### config.mk
export PLATFORM = sky130hd
export DESIGN_NAME = vga_sync_flat
export DESIGN_NICKNAME = d
export VERILOG_FILES = /design/src/rtl/vga_sync_if.sv /design/src/rtl/vga_sync.sv /design/src/flat_wrapper.sv
export SDC_FILE = /design/constraint.sdc
export NUM_CORES = 1
export LEC_CHECK = 0
export CORE_MARGIN = 8
export CORE_UTILIZATION = 52
export DETAILED_ROUTE_END_ITERATION = 8
export PLACE_DENSITY_LB_ADDON = 0.3
export SLEW_MARGIN = 40
export SYNTH_ARGS = -nofsm -noshare
export SYNTH_HDL_FRONTEND = slang
export SYNTH_SLANG_ARGS = --single-unit
### constraint.sdc
create_clock -name clk -period 2.84 [get_ports clk]
set_clock_uncertainty 0.1 [all_clocks]
set_input_delay 0.568 -clock clk [delete_from_list [all_inputs] [get_ports clk]]
set_output_delay 0.568 -clock clk [all_outputs]
set_load 0.02 [all_outputs]
### src/rtl/vga_sync_if.sv
// Timing bundle produced by the VGA sync generator: sync strobes, visibility,
// pixel/line/frame ticks and the current raster position.
interface vga_sync_if;
    logic       hsync;
    logic       vsync;
    logic       video_on;
    logic       p_tick;
    logic       line_tick;
    logic       frame_tick;
    logic [9:0] pixel_x;
    logic [9:0] pixel_y;

    modport master (
        output hsync,
        output vsync,
        output video_on,
        output p_tick,
        output line_tick,
        output frame_tick,
        output pixel_x,
        output pixel_y
    );

    modport slave (
        input hsync,
        input vsync,
        input video_on,
        input p_tick,
        input line_tick,
        input frame_tick,
        input pixel_x,
        input pixel_y
    );
endinterface

### src/rtl/vga_sync.sv
// VGA raster timing generator: divides the system clock down to a pixel strobe
// and walks a pixel_x/pixel_y raster with registered sync and blanking outputs.
module vga_sync #(
    parameter int unsigned CLK_DIV   = 4,
    parameter int unsigned H_DISPLAY = 640,
    parameter int unsigned H_FRONT   = 16,
    parameter int unsigned H_SYNC    = 96,
    parameter int unsigned H_BACK    = 48,
    parameter int unsigned V_DISPLAY = 480,
    parameter int unsigned V_FRONT   = 10,
    parameter int unsigned V_SYNC    = 2,
    parameter int unsigned V_BACK    = 33
) (
    input  logic      clk,
    input  logic      reset,
    vga_sync_if.master vga
);

    localparam int unsigned CNT_W    = 10;
    localparam int unsigned DIV_W    = 4;
    localparam int unsigned H_TOTAL  = H_DISPLAY + H_FRONT + H_SYNC + H_BACK;
    localparam int unsigned V_TOTAL  = V_DISPLAY + V_FRONT + V_SYNC + V_BACK;
    localparam int unsigned HS_FIRST = H_DISPLAY + H_FRONT;
    localparam int unsigned HS_LAST  = H_DISPLAY + H_FRONT + H_SYNC - 1;
    localparam int unsigned VS_FIRST = V_DISPLAY + V_FRONT;
    localparam int unsigned VS_LAST  = V_DISPLAY + V_FRONT + V_SYNC - 1;

    localparam logic [DIV_W-1:0] DIV_LAST = DIV_W'(CLK_DIV - 1);
    localparam logic [CNT_W-1:0] X_LAST   = CNT_W'(H_TOTAL - 1);
    localparam logic [CNT_W-1:0] Y_LAST   = CNT_W'(V_TOTAL - 1);

    logic [DIV_W-1:0] div_q;
    logic [CNT_W-1:0] x_q;
    logic [CNT_W-1:0] y_q;
    logic [CNT_W-1:0] x_d;
    logic [CNT_W-1:0] y_d;
    logic             hsync_q;
    logic             vsync_q;
    logic             video_on_q;

    logic             p_tick_c;
    logic             line_end_c;
    logic             frame_end_c;
    logic             hsync_d;
    logic             vsync_d;
    logic             video_on_d;

    // Strobes are pure decodes of registered state, one clk wide by construction.
    always_comb begin
        p_tick_c    = (div_q == DIV_LAST);
        line_end_c  = p_tick_c && (x_q == X_LAST);
        frame_end_c = line_end_c && (y_q == Y_LAST);
    end

    // Next raster position; counters only move on a pixel strobe.
    always_comb begin
        x_d = x_q;
        y_d = y_q;
        if (p_tick_c) begin
            if (x_q == X_LAST) begin
                x_d = '0;
                if (y_q == Y_LAST) begin
                    y_d = '0;
                end else begin
                    y_d = y_q + CNT_W'(1);
                end
            end else begin
                x_d = x_q + CNT_W'(1);
            end
        end
    end

    // Sync/blank decoded from the next position so they land with the counters.
    always_comb begin
        hsync_d    = !((x_d >= CNT_W'(HS_FIRST)) && (x_d <= CNT_W'(HS_LAST)));
        vsync_d    = !((y_d >= CNT_W'(VS_FIRST)) && (y_d <= CNT_W'(VS_LAST)));
        video_on_d = (x_d < CNT_W'(H_DISPLAY)) && (y_d < CNT_W'(V_DISPLAY));
    end

    always_ff @(posedge clk or posedge reset) begin
        if (reset) begin
            div_q      <= '0;
            x_q        <= '0;
            y_q        <= '0;
            hsync_q    <= 1'b1;
            vsync_q    <= 1'b1;
            video_on_q <= 1'b1;
        end else begin
            div_q      <= p_tick_c ? '0 : div_q + DIV_W'(1);
            x_q        <= x_d;
            y_q        <= y_d;
            hsync_q    <= hsync_d;
            vsync_q    <= vsync_d;
            video_on_q <= video_on_d;
        end
    end

    assign vga.hsync      = hsync_q;
    assign vga.vsync      = vsync_q;
    assign vga.video_on   = video_on_q;
    assign vga.p_tick     = p_tick_c;
    assign vga.line_tick  = line_end_c;
    assign vga.frame_tick = frame_end_c;
    assign vga.pixel_x    = x_q;
    assign vga.pixel_y    = y_q;

endmodule

### src/flat_wrapper.sv
// flat-port wrapper written by rule: the top's interface ports become plain ports
module vga_sync_flat 
#(
    parameter int unsigned CLK_DIV   = 4,
    parameter int unsigned H_DISPLAY = 640,
    parameter int unsigned H_FRONT   = 16,
    parameter int unsigned H_SYNC    = 96,
    parameter int unsigned H_BACK    = 48,
    parameter int unsigned V_DISPLAY = 480,
    parameter int unsigned V_FRONT   = 10,
    parameter int unsigned V_SYNC    = 2,
    parameter int unsigned V_BACK    = 33
)
  (clk, reset, vga_hsync, vga_vsync, vga_video_on, vga_p_tick, vga_line_tick, vga_frame_tick, vga_pixel_x, vga_pixel_y);
  vga_sync_if vga_i ();
  input  logic clk;
  input  logic reset;
  output wire logic [$bits(vga_i.hsync)-1:0] vga_hsync;
  output wire logic [$bits(vga_i.vsync)-1:0] vga_vsync;
  output wire logic [$bits(vga_i.video_on)-1:0] vga_video_on;
  output wire logic [$bits(vga_i.p_tick)-1:0] vga_p_tick;
  output wire logic [$bits(vga_i.line_tick)-1:0] vga_line_tick;
  output wire logic [$bits(vga_i.frame_tick)-1:0] vga_frame_tick;
  output wire logic [$bits(vga_i.pixel_x)-1:0] vga_pixel_x;
  output wire logic [$bits(vga_i.pixel_y)-1:0] vga_pixel_y;
  assign vga_hsync = vga_i.hsync;
  assign vga_vsync = vga_i.vsync;
  assign vga_video_on = vga_i.video_on;
  assign vga_p_tick = vga_i.p_tick;
  assign vga_line_tick = vga_i.line_tick;
  assign vga_frame_tick = vga_i.frame_tick;
  assign vga_pixel_x = vga_i.pixel_x;
  assign vga_pixel_y = vga_i.pixel_y;
  vga_sync #(.CLK_DIV(CLK_DIV), .H_DISPLAY(H_DISPLAY), .H_FRONT(H_FRONT), .H_SYNC(H_SYNC), .H_BACK(H_BACK), .V_DISPLAY(V_DISPLAY), .V_FRONT(V_FRONT), .V_SYNC(V_SYNC), .V_BACK(V_BACK)) u_core (.clk(clk), .reset(reset), .vga(vga_i));
endmodule
==> flow_metrics.tcl <==
set metrics [dict create \
    cts_hold_buf 0 \
    final_cells 221 \
    synth_fp_nets 165 \
    setup_viol 0 \
    path_cells "ha_1 > or3b_1 > inv_8 > nand4_4 > inv_1 > dlygate4sd2_1" \
    cp.arrival_ps 1990 \
    yosysUniqueCellTypes 45 \
    finalCritPeriodShare_pct 93.60 \
    min_period_ps 2658 \
    run_status "finished, final reports clean" \
    detail-route-antenna-nets 0 \
    dieArea_mm2 0.004956 \
    syn_avg_cell_area_um2 9.679 \
    grt-ovfl-total 0 \
    irDropWorstVdd_v 0.0002574 \
    final_max_slew_viol_count 0 \
    wl_per_cell_um 15.21 \
    fill_cells 241 \
    cts_buffer_depth 2 \
    rsz0062_at_grt "false" \
    tightest_slew_ps 445.9 \
    clk_pin_slew_ps 130 \
    yosys_warnings 0 \
    ios 28 \
    finalHoldViolCount 0 \
    grt_max_degree 17 \
    portBuffers 27 \
    vias 1284 \
    cp.required_ps 2170 \
    drtPass1Iterations 4 \
    regArea_um2 679.4 \
    cts_tree "built" \
    gp_congestion 0.8722 \
    core_region_area_mm2 0.002781 \
    max_cap_viol_count 0 \
    grt_pass1_vias 1272 \
    start_util_pct 55.33 \
    synth-edff-count 0 \
    drt_wl_total_um 3362 \
    insertion_delay_ps 320 \
    fp-row-count 19 \
    area_growth_pct 22.60 \
    critPathKind "reg -> out" \
    syn_area_mm2 0.001539 \
    die_w_um 70.40 \
    drc 0 \
    grt_util_all_layers_pct 14.25 \
    worst_path_largest_cell_delay_ps 460 \
    fin_nets 197 \
    critical_path_buf_inv_count 3 \
    grt_pass1_wl_um 6003 \
    crit_path_end_kind "output port" \
    crit_slowest_cell "or3b_1" \
    hpwl_um 2640 \
    dp.cells 217 \
    relSlewSlack_pct 70.24 \
    antenna_found_initial 0 \
    die_y_um 70.40 \
    critPathMaxFanout 4 \
    synth-seq-cells 27 \
    critPathLaunchType "flip-flop" \
    cts_buffers 3 \
    post-cts-setup-buffers 0 \
    p_leak_nw 0.8495 \
    multi_input_area_um2 754.5 \
    cts_root_buf "clkbuf_4" \
    htreeDepth 1 \
    powerDensity_mw_per_mm2 294.3 \
    cts.sinks 27 \
    n_antenna_cell 0 \
    ys_async_sr_fraction_pct 100.0 \
    yosys_most_used_dff "dfrtp_1" \
    synth-seq-area-share_pct 44.15 \
    drt_iter0_markers 56 \
    worstHoldPathType "reg -> reg" \
    drive_above_1_share_pct 12.63 \
    critPathTopFamily "simple AND/OR/NAND/NOR gates" \
    routed_via_density 5.810 \
    ff2ff_setup_slack_ps 190 \
    netlist_instances 159 \
    final.setup.tns_ps 0 \
    timing.fmax_mhz 376.2 \
]
routing by layer:
metal  GRT usage, %  routed length (µm)
met1          18.73                1531
met2          22.43                1623
met3          3.672                 185
met4          3.795                  21
met5              0                   0
metrics by stage:
| stage | instance area (µm²) | total power [mW] | hold WS, ps | utilization [%] | setup WS [ps] |
|---|---|---|---|---|---|
| 6_report | 1887 | 0.5552 | 375.2 | 67.84 | 181.8 |
| 5_1_grt | 1887 | 0.5819 | 407.0 | 67.84 | 49.89 |
| 4_1_cts | 1891 | 0.5655 | 381.5 | 67.97 | 33.48 |
| 3_5_place_dp | 1867 | 0.4019 | 363.3 | 67.12 | 130.7 |
| 3_3_place_gp | 1867 | 0.4017 | 341.4 | 67.12 | 207.8 |
| 2_1_floorplan | 1539 | 0.3974 | 331.2 | - | 434.3 |
kinds of logic after synthesis:
family          synth area share (%)
compound gates                 13.09
xor+xnor                       6.829
fa+ha+maj                      3.252
buf+inv                        6.829
flops                          44.15
mux                           0.7317
simple gates                   25.12
area by class of cell:
type                            count  area share, %
Clock buffer                        3          1.194
Clock inverter                      1         0.2653
Inverter                           11          2.586
Multi-Input combinational cell    111          39.99
Sequential cell                    27          36.01
Tap cell                           31          2.056
Timing Repair Buffer               37          17.90
placed cells by master, fill, tap and decap left out, types with 2 or more instances in the layout:
master            n
a21o_1            2
a21oi_1           2
a22o_1            2
and3_1            2
and4_1            4
buf_4            10
clkbuf_4          3
clkdlybuf4s50_1  24
dfrtp_1          24
dfstp_2           3
dlygate4sd2_1     2
ha_1              4
inv_1            10
nand2_1          17
nand3_1           9
nand4_1           4
nor2_1            7
nor3_1            7
nor4_1            3
o21ai_0          13
o31ai_1           2
xnor2_1           7
xor2_1            5
flip-flops by register name, summed over array words and instances (netlist names):
name / cells
u_core.vga.pixel_x: 10
u_core.vga.pixel_y: 10
u_core.vga.hsync: 1
u_core.vga.vsync: 1
u_core.vga.video_on: 1
u_core.div_q: 4
cells in the mapped netlist (all sizes together), types with 2 or more instances:
cell type / n / area (µm²)
dfrtp: 24 / 600.6
nand2: 17 / 63.81
o21ai: 13 / 65.06
inv: 11 / 48.80
nand3: 9 / 45.04
nor2: 7 / 26.28
nor3: 7 / 35.03
xnor2: 7 / 61.31
clkbuf: 6 / 23.77
nand4: 5 / 46.29
xor2: 5 / 43.79
and4: 4 / 35.03
buf: 4 / 32.53
ha: 4 / 50.05
nor4: 4 / 31.28
dfstp: 3 / 78.83
a2111oi: 2 / 18.77
a21o: 2 / 15.01
a21oi: 2 / 10.01
a22o: 2 / 17.52
and3: 2 / 12.51
o31ai: 2 / 15.01
worst reg2reg max path, stage by stage (launching register included):
cell	delay, ps
dfrtp_1	400
ha_1	190
or3b_1	460
buf_4	210
nor4_2	390
xor2_1	140
a21o_1	200
a2111oi_1	460
what timing repair did:
item | 4_1_cts | 5_1_grt
endpoints found under the setup margin | 3 | 1
gates resized for setup | 3 | 2
cloned | 0 | 0
power breakdown:
group / total [mW] / internal (mW) / switching [mW] / leakage, nW
combinational: 0.00955 / 0.00217 / 0.00738 / 0.479
clock: 0.161 / 0.0527 / 0.108 / 0.0177
sequential: 0.385 / 0.385 / 0 / 0.353
path summary, 6_finish.rpt:
path	cells past startpoint	startpoint	end
worst max-delay path	6	u_core.div_q[0]$_DFF_PP0_	vga_line_tick
worst min-delay path	1	u_core.div_q[0]$_DFF_PP0_	u_core.div_q[0]$_DFF_PP0_
worst max register to register	7	u_core.div_q[0]$_DFF_PP0_	u_core.vga.video_on$_DFF_PP1_
worst min register to register	1	u_core.div_q[0]$_DFF_PP0_	u_core.div_q[0]$_DFF_PP0_
max in group asynchronous	3	reset	u_core.vga.hsync$_DFF_PP1_
min in group asynchronous	2	reset	u_core.div_q[0]$_DFF_PP0_
Note: power is estimated with default switching activity, not from simulation.
